[src/rtl/nand_rb_pkg.sv]
`default_nettype none
// ============================================================================
// Module      : nand_rb_pkg
// Description : Shared constants for the NAND ready/busy supervisor: event
//               codes reported to the scheduler and per-chip FSM encoding.
// Revision    : 1.0 - initial release
// ============================================================================
package nand_rb_pkg;

    // Event codes carried on evt_code
    localparam logic [1:0] EVT_READY   = 2'd0;
    localparam logic [1:0] EVT_TIMEOUT = 2'd1;
    localparam logic [1:0] EVT_NOBUSY  = 2'd2;

    // Per-chip supervision state
    typedef logic [1:0] rb_state_t;
    localparam rb_state_t ST_IDLE      = 2'd0;
    localparam rb_state_t ST_WAIT_BUSY = 2'd1;
    localparam rb_state_t ST_BUSY      = 2'd2;
    localparam rb_state_t ST_DONE      = 2'd3;

endpackage
`default_nettype wire

[src/rtl/nand_rb_filter.sv]
`default_nettype none
// ============================================================================
// Module      : nand_rb_filter
// Description : Synchronizer and glitch filter for one open-drain R/B# line.
//               The filtered level only follows the synchronized pin once it
//               has disagreed for FILT_CYCLES consecutive samples.
// Revision    : 1.0 - initial release
// ============================================================================
module nand_rb_filter
    import nand_rb_pkg::*;
#(
    parameter int SYNC_STAGES = 2,
    parameter int FILT_CYCLES = 4
) (
    input  logic clk,
    input  logic rst_n,
    input  logic rb_n_raw,
    output logic busy
);

    localparam int               c_RUN_W   = (FILT_CYCLES > 1) ? $clog2(FILT_CYCLES) : 1;
    localparam logic [c_RUN_W-1:0] c_RUN_MAX = c_RUN_W'(FILT_CYCLES - 1);

    logic [SYNC_STAGES-1:0] r_sync;
    logic                   r_level;
    logic [c_RUN_W-1:0]     r_run;
    logic                   w_sync_out;

    // Metastability chain; idles high because the line is pulled up when ready
    always_ff @(posedge clk or negedge rst_n) begin
        if (!rst_n) begin
            r_sync <= '1;
        end else begin
            r_sync[0] <= rb_n_raw;
            for (int k = 1; k < SYNC_STAGES; k++) begin
                r_sync[k] <= r_sync[k-1];
            end
        end
    end

    assign w_sync_out = r_sync[SYNC_STAGES-1];

    // Run-length filter: any agreeing sample restarts the count
    always_ff @(posedge clk or negedge rst_n) begin
        if (!rst_n) begin
            r_level <= 1'b1;
            r_run   <= '0;
        end else if (w_sync_out == r_level) begin
            r_run <= '0;
        end else if (r_run == c_RUN_MAX) begin
            r_level <= w_sync_out;
            r_run   <= '0;
        end else begin
            r_run <= r_run + c_RUN_W'(1);
        end
    end

    assign busy = ~r_level;

endmodule
`default_nettype wire

[src/rtl/nand_rb_monitor.sv]
`default_nettype none
// ============================================================================
// Module      : nand_rb_monitor
// Description : Per-chip R/B# supervisor. Filters each line, tracks armed busy
//               operations, and reports READY / TIMEOUT / NOBUSY events
//               through a round-robin arbiter and a registered valid/ready
//               output stage.
// Revision    : 1.0 - initial release
// ============================================================================
module nand_rb_monitor
    import nand_rb_pkg::*;
#(
    parameter int NUM_CHIPS   = 4,
    parameter int SYNC_STAGES = 2,
    parameter int FILT_CYCLES = 4,
    parameter int TWB_CYCLES  = 64,
    parameter int CNT_W       = 24
) (
    input  logic                          clk,
    input  logic                          rst_n,
    input  logic [NUM_CHIPS-1:0]          rb_n_in,
    input  logic                          arm_valid,
    input  logic [$clog2(NUM_CHIPS)-1:0]  arm_chip,
    input  logic [CNT_W-1:0]              arm_timeout,
    output logic                          arm_ready,
    output logic                          evt_valid,
    input  logic                          evt_ready,
    output logic [$clog2(NUM_CHIPS)-1:0]  evt_chip,
    output logic [1:0]                    evt_code,
    output logic [CNT_W-1:0]              evt_cycles,
    output logic [NUM_CHIPS-1:0]          rb_busy
);

    localparam int               c_CHIP_W = $clog2(NUM_CHIPS);
    localparam logic [CNT_W-1:0] c_TWB    = CNT_W'(TWB_CYCLES);

    rb_state_t          r_state    [NUM_CHIPS];
    rb_state_t          w_state_nxt[NUM_CHIPS];
    logic [CNT_W-1:0]   r_cnt      [NUM_CHIPS];
    logic [CNT_W-1:0]   w_cnt_nxt  [NUM_CHIPS];
    logic [CNT_W-1:0]   r_tmo      [NUM_CHIPS];
    logic [CNT_W-1:0]   w_tmo_nxt  [NUM_CHIPS];
    logic [1:0]         r_code     [NUM_CHIPS];
    logic [1:0]         w_code_nxt [NUM_CHIPS];

    logic [NUM_CHIPS-1:0] w_done;
    logic [c_CHIP_W-1:0]  r_ptr;
    logic [c_CHIP_W-1:0]  w_gnt_idx;
    logic                 w_gnt_vld;
    logic                 w_load;
    logic                 w_take;
    logic                 w_arm_fire;

    genvar gi;
    generate
        for (gi = 0; gi < NUM_CHIPS; gi++) begin : g_filter
            nand_rb_filter #(
                .SYNC_STAGES (SYNC_STAGES),
                .FILT_CYCLES (FILT_CYCLES)
            ) u_filter (
                .clk      (clk),
                .rst_n    (rst_n),
                .rb_n_raw (rb_n_in[gi]),
                .busy     (rb_busy[gi])
            );
        end
    endgenerate

    // Arm acceptance depends only on the addressed chip being idle
    always_comb begin
        arm_ready = 1'b0;
        for (int i = 0; i < NUM_CHIPS; i++) begin
            if (arm_chip == c_CHIP_W'(i) && r_state[i] == ST_IDLE) begin
                arm_ready = 1'b1;
            end
        end
    end

    assign w_arm_fire = arm_valid && arm_ready;

    // Round-robin search over DONE chips starting at the pointer
    always_comb begin
        int                  v_j;
        logic [c_CHIP_W-1:0] v_idx;
        v_j       = 0;
        v_idx     = '0;
        w_gnt_vld = 1'b0;
        w_gnt_idx = '0;
        for (int i = 0; i < NUM_CHIPS; i++) begin
            w_done[i] = (r_state[i] == ST_DONE);
        end
        for (int k = 0; k < NUM_CHIPS; k++) begin
            v_j = int'(r_ptr) + k;
            if (v_j >= NUM_CHIPS) begin
                v_j = v_j - NUM_CHIPS;
            end
            v_idx = c_CHIP_W'(v_j);
            if (!w_gnt_vld && w_done[v_idx]) begin
                w_gnt_vld = 1'b1;
                w_gnt_idx = v_idx;
            end
        end
    end

    // Output slot frees when empty or drained this cycle
    assign w_load = !evt_valid || evt_ready;
    assign w_take = w_load && w_gnt_vld;

    // Per-chip next state; counter runs in WAIT_BUSY/BUSY and freezes in DONE
    always_comb begin
        logic [CNT_W-1:0] v_inc;
        v_inc = '0;
        for (int i = 0; i < NUM_CHIPS; i++) begin
            w_state_nxt[i] = r_state[i];
            w_cnt_nxt[i]   = r_cnt[i];
            w_tmo_nxt[i]   = r_tmo[i];
            w_code_nxt[i]  = r_code[i];
            v_inc          = (&r_cnt[i]) ? r_cnt[i] : r_cnt[i] + CNT_W'(1);
            case (r_state[i])
                ST_IDLE: begin
                    if (w_arm_fire && arm_chip == c_CHIP_W'(i)) begin
                        w_state_nxt[i] = ST_WAIT_BUSY;
                        w_cnt_nxt[i]   = '0;
                        w_tmo_nxt[i]   = arm_timeout;
                    end
                end
                ST_WAIT_BUSY: begin
                    w_cnt_nxt[i] = v_inc;
                    // Busy seen on the last tWB cycle still counts as busy
                    if (rb_busy[i]) begin
                        w_state_nxt[i] = ST_BUSY;
                    end else if (v_inc == c_TWB) begin
                        w_state_nxt[i] = ST_DONE;
                        w_code_nxt[i]  = EVT_NOBUSY;
                    end
                end
                ST_BUSY: begin
                    w_cnt_nxt[i] = v_inc;
                    // A chip that finished on the timeout cycle is reported ready
                    if (!rb_busy[i]) begin
                        w_state_nxt[i] = ST_DONE;
                        w_code_nxt[i]  = EVT_READY;
                    end else if (r_tmo[i] != '0 && v_inc == r_tmo[i]) begin
                        w_state_nxt[i] = ST_DONE;
                        w_code_nxt[i]  = EVT_TIMEOUT;
                    end
                end
                ST_DONE: begin
                    if (w_take && w_gnt_idx == c_CHIP_W'(i)) begin
                        w_state_nxt[i] = ST_IDLE;
                    end
                end
                default: begin
                    w_state_nxt[i] = ST_IDLE;
                end
            endcase
        end
    end

    // Per-chip state, counter, timeout and result registers
    always_ff @(posedge clk or negedge rst_n) begin
        if (!rst_n) begin
            for (int i = 0; i < NUM_CHIPS; i++) begin
                r_state[i] <= ST_IDLE;
                r_cnt[i]   <= '0;
                r_tmo[i]   <= '0;
                r_code[i]  <= EVT_READY;
            end
        end else begin
            for (int i = 0; i < NUM_CHIPS; i++) begin
                r_state[i] <= w_state_nxt[i];
                r_cnt[i]   <= w_cnt_nxt[i];
                r_tmo[i]   <= w_tmo_nxt[i];
                r_code[i]  <= w_code_nxt[i];
            end
        end
    end

    // Event output register and round-robin pointer
    always_ff @(posedge clk or negedge rst_n) begin
        if (!rst_n) begin
            evt_valid  <= 1'b0;
            evt_chip   <= '0;
            evt_code   <= EVT_READY;
            evt_cycles <= '0;
            r_ptr      <= '0;
        end else if (w_load) begin
            evt_valid <= w_gnt_vld;
            if (w_gnt_vld) begin
                evt_chip   <= w_gnt_idx;
                evt_code   <= r_code[w_gnt_idx];
                evt_cycles <= r_cnt[w_gnt_idx];
                r_ptr      <= (w_gnt_idx == c_CHIP_W'(NUM_CHIPS - 1)) ? '0
                                                                       : w_gnt_idx + c_CHIP_W'(1);
            end
        end
    end

endmodule
`default_nettype wire

[config.mk]
export PLATFORM = sky130hd
export DESIGN_NAME = nand_rb_monitor
export DESIGN_NICKNAME = d
export VERILOG_FILES = /design/src/rtl/nand_rb_pkg.sv /design/src/rtl/nand_rb_filter.sv /design/src/rtl/nand_rb_monitor.sv
export SDC_FILE = /design/constraint.sdc
export NUM_CORES = 1
export LEC_CHECK = 0
export ABC_AREA = 1
export CAP_MARGIN = 25
export CORE_AREA = 2 2 171 173
export DETAILED_ROUTE_END_ITERATION = 6
export DIE_AREA = 0 0 173 175
export PLACE_DENSITY = 0.78
export REMOVE_ABC_BUFFERS = 1
export SLEW_MARGIN = 20
export SYNTH_ARGS = -nofsm -noshare
export SYNTH_HDL_FRONTEND = slang
export SYNTH_SLANG_ARGS = --single-unit
[constraint.sdc]
create_clock -name clk -period 7.74 [get_ports clk]
set_clock_uncertainty 0.2 [all_clocks]
set_input_delay 1.548 -clock clk [delete_from_list [all_inputs] [get_ports clk]]
set_output_delay 1.548 -clock clk [all_outputs]
set_load 0.01 [all_outputs]
After elaboration in Yosys (flattened, before gate mapping):

Index checks and enable logic that the tools add are counted.

* register bits after elaboration: 259

* reduce and logical (&&, ||, !) cells: 73
* multiplexer cells: 99
* equal/unequal tests: 58
* bitwise gates (word level): 9
* $lt $le $gt $ge: 9
* $add $sub $neg: 16

Operator list (count)
* $mux 24: 10
* $pmux 24 s2: 4
* $mux 2: 59
* $add 24x1->24 const B: 4
* $eq 24x24->1: 4
* $eq 24x7->1 const B: 4
* $reduce_and 24->1: 4
* $reduce_bool 24->1: 4
* $bmux 24 s2: 1
* $eq 2x2->1 const B: 16
* $pmux 2 s4: 4
* $reduce_and 4->1: 8
* $reduce_and 2->1: 13
* $ne 2x1->1 const B: 12
* $logic_and 1x1->1: 21
* $pmux 2 s2: 4
* $reduce_bool 2->1: 8
* $eq 2x1->1 const B: 6
* $ge 3x3->1 const B: 4
* $logic_not 2->1: 6
* $lt 2x3->1 const B: 4
* $mux 1: 12
* $ne 3x2->1 const B: 4
* $ne 3x3->1 const B: 4
* other kinds (14): 44

Longest topological paths before layout:

* depth in word-level cells: 18
* gate-level depth with buffers: 22
* mapped depth without buffers: 20

Hierarchy:

From an unflattened synthesis, not the netlist that was laid out.

* cells, all modules: 2494
* area, all modules: 16896.2 um2

By module, submodules not included
* nand_rb_monitor: cells an instance 2426, instances 1, area an instance 16150.5 um2
* nand_rb_filter: cells an instance 17, instances 4, area an instance 186.4 um2

Worst setup path after synthesis:

No wires, ideal clock.

* path kind: input -> output
* start: input arm_chip[1]
* end: output arm_ready
* cell stages on the path: 6
* buffers on the path: 0
* slack: 4.013 ns
* arrival: 1.979 ns
* cell sequence: inv_1 > nor2_1 > nand2_1 > inv_1 > nor3_1 > nand2_1

* word-level cells in the longest chain between the ends: 6
* elaborated cells between the ends (all ways): 12
* classes of those cells: 3 x eq/ne; 4 x mux; 5 x reduce/logical

RTL lines
* start, declared: RTL line nand_rb_monitor.sv:23 `input logic [$clog2(NUM_CHIPS)-1:0] arm_chip,`
* $logic_not 2->1: RTL line nand_rb_monitor.sv:73 `if (arm_chip == c_CHIP_W'(i) && r_state[i] == ST_IDLE) begin`
* $logic_and 1x1->1: RTL line nand_rb_monitor.sv:73
* $mux 1 (3 in a row): RTL line nand_rb_monitor.sv:73
* $mux 1 *: RTL line nand_rb_monitor.sv:73
* end, declared: RTL line nand_rb_monitor.sv:25 `output logic arm_ready,`

Mark *: on every way between the ends. The rest lies on a longest branch, timed or not.

Worst setup path in the final report:

* start: input arm_chip[0]
* end: output arm_ready

Same word-level chain as after synthesis.

==> impl_metrics.csv <==
group,metric,value,unit
run_status,status,"completed",
global_routing,grt_pass1_vias,15952,
cells_and_area,num-nets-final,2584,
route,route.top_layer_used,"met4",
power,p_sw,3.53,mW
setup_path,setup.worst_path.class,"input pin to output pin",
die,die_w,173,um
route,total_number_of_vias,17158,
sta,max_slew_margin,36.6,%
run,maxCapViolations,0,
sta,timing_hold_violations_final,0,
route,met1Wirelength,23100,um
power,power,7.29,mW
route,wl_met3,5690,um
sta,grt_setup_unrepaired,"false",
place,io_buffers,67,
die,die-area,0.0303,mm2
die,floorplan.core_area,0.0284,mm2
sta,report.final.setup_viol,0,
yosys,post_synth_num_cell_types,41,
cells_and_area,nFillCells,2625,
route,avgViaCountPerCell,5.85,
power,pwr_density_cell,391,mW/mm2
setup_path,worstPathRequired,5.99,ns
route,drt-pass1-iter-count,6,
yosys,synth_top_area_cell,"dfrtp_1",
power,power_switching_share,48.5,%
die,io-pin-count,68,
sta,fmaxAchievable,206,MHz
sta,fin_tns_setup,0,ns
route,detailedRoute.firstIterationViolations,1955,
global_routing,grt_start_max_net_pins,157,
global_routing,grt-ovfl-total,0,
yosys,syn_area,0.0168,mm2
cts,source_to_sink_clock_delay_at_the_later_pin_of_the_worst_skew_pair,0.56,ns
power,p_clk_share,18.7,%
global_routing,wire_length_of_the_first_global_routing_pass,89500,um
hold_path,hold_path.class,"flop to flop",
route,drt_wl_total,58100,um
cells_and_area,fin_cells,2934,
cts,post-cts-setup-buffer-count,0,
hold_path,worst_hold_startpoint,"g_filter[2].u_filter.r_sync[0]",
place,place_worst_setup_slack,2.92,ns
yosys,average_instance_area_after_synthesis,6.74,um2
cts,cts_tree,"built",
place,gpl.final_weighted_congestion,1.01,
route,detail_route_met2_wl,25500,um
die,floorplan.initialDensity,59.3,%
global_routing,number_of_antenna_violations_at_the_first_check_in_global_routing,3,
yosys,synth_cells,2497,
cts,post_cts.resized_instances,0,
cells_and_area,layout_commonest_cell,"nand2_1",
setup_path,cp-start-kind,"input pin",
cts,clock_sinks,259,
yosys,synth.yosys.seq_area_share,38.6,%
cells_and_area,flow.area_growth_from_synthesis,10.6,%
die,rows,62,
cells_and_area,highest_count_cells_in_the_layout_ignoring_fill_and_taps,"nand2_1, inv_1, nor2_1",
yosys,seq_cells_post_synth,259,
sta,timing_max_transition_violations_final,0,
sta,tightestPinTransition,0.949,ns
setup_path,cp.arrival,3.11,ns
setup_path,cp-startpoint,"arm_chip[0]",
global_routing,track_usage,38.3,%
cts,tritoncts.num_buffers,29,
cts,worst_setup_hold_path_clk_slew,0.05,ns
cells_and_area,layout.area.seq,0.00650,mm2
hold_path,timing.hold.worst_path_depth,0,
cells_and_area,final_layout_size_suffix_gt1_share,4.83,%
place,numPlacedInstances,2872,
cells_and_area,multi_input_comb_area,0.00867,mm2
setup_path,worst-r2r-cell-count,21,
place,place.detailed.hpwl,43600,um
power,sequential_share_of_power,31.0,%
setup_path,worst_path_max_fanout,3,
setup_path,end_kind,"output pin",
route,avg_wl_per_cell,19.8,um
cts,cts_buffer_depth,3,
yosys,synth_top_cells_by_area,"dfrtp_1, nand2_1, nand3_1",
cts,htree_levels,1,
yosys,synth_top_cell_area_share,36.7,%
power,power.leakage,8.87,nW
setup_path,r2r_start,"r_state[1]",
cts,cts_hold_repair.buffers,0,
yosys,synth-warning-count,0,
power,ir_drop,0.000242,V
die,die_height,175,um
sta,layout_setup_ws,2.88,ns
power,p_int,3.75,mW
sta,finalWorstPathRequiredPeriod,4.86,ns
cts,cts_root_buf,"clkbuf_16",
power,share_comb_of_total_power,50.3,%
route,final_routed_drc_violation_total,0,
sta,finalCritPeriodShare,62.8,%
route,route.antenna.remaining_nets,0,
worst max-delay path, cell delays in order:
cell and delay, ns:
clkdlybuf4s50_1 0.52, inv_1 0.08, nor3_1 0.24, nor3_1 0.08, nand2_1 0.10, clkdlybuf4s50_1 0.54
worst paths after layout:
check | endpoint | slack [ns]
max in group asynchronous | r_tmo[7] | 5.20
max reg2reg | r_state[1] | 3.83
max | arm_ready | 2.88
min in group asynchronous | r_cnt[91] | 0.78
min reg2reg | g_filter[2].u_filter.r_sync[1] | 0.16
min | g_filter[2].u_filter.r_sync[1] | 0.16
cell families (layout without fill, tap and decap cells):
logic type,after synthesis,count (layout),share of synthesized area [%]
simple gates,1441,1441,36.4
flops,259,259,38.6
fa+ha+maj,28,28,2.08
compound gates,317,317,10.8
xor+xnor,42,42,2.19
other cells,0,6,0
buf+inv,410,457,9.92
synth_stat cells, drive strengths merged:
cell,instances
nand2,816
inv,324
nor2,273
nand3,256
dfrtp,247
o21ai,187
nand4,62
o211ai,50
o22ai,50
clkbuf,43
buf,41
xor2,32
ha,28
nor3,19
a21oi,14
a31oi,12
dfstp,12
xnor2,10
nor4,8
nand3b,5
and2,2
clkinv,2
o21bai,2
a22oi,1
o31ai,1
layer usage:
| metal | up-vias | global-route usage, % |
|---|---|---|
| li1 | 8124 | - |
| met1 | 7986 | 49.2 |
| met2 | 851 | 58.5 |
| met4 | 0 | 23.2 |
| met3 | 197 | 9.53 |
| met5 | - | 0 |
cell type report:
class / instances / area share [%]
sequential: 259 / 34.9
inverter: 326 / 6.59
clock buffer: 42 / 4.43
antenna: 6 / 0.0806
tap: 384 / 2.58
multi-input combinational: 1828 / 46.6
timing repair buffer: 78 / 4.31
clock inverter: 11 / 0.558
power by group through the flow:
| stage | sequential, mW | combinational [mW] | clock [mW] |
|---|---|---|---|
| 2_1_floorplan | 2.13 | 2.29 | 0 |
| 4_1_cts | 2.24 | 3.50 | 1.36 |
| 6_report | 2.26 | 3.67 | 1.36 |
| 3_5_place_dp | 2.25 | 3.48 | 0 |
| 5_1_grt | 2.30 | 4.06 | 1.42 |
| 3_3_place_gp | 2.24 | 3.38 | 0 |
per-stage QoR:
stage                     util [%]  cell area [um2]  hold WS, ns
final                         65.6            18600        0.157
after global routing          65.5            18600        0.161
after CTS                     65.3            18600        0.157
after detailed placement      62.1            17600        0.147
after global placement        62.1            17600        0.145
after floorplan                  -            16400        0.145
flip-flops by register name (all words and copies together) (netlist names):
name                       flops
evt_cycles                    24
g_filter.u_filter.r_sync       8
r_code                         8
g_filter.u_filter.r_run        8
r_cnt                         96
evt_code                       2
r_ptr                          2
evt_chip                       2
evt_valid                      1
r_tmo                         96
g_filter.u_filter.r_level      4
r_state                        8
Note: power is estimated with default switching activity, not from simulation.
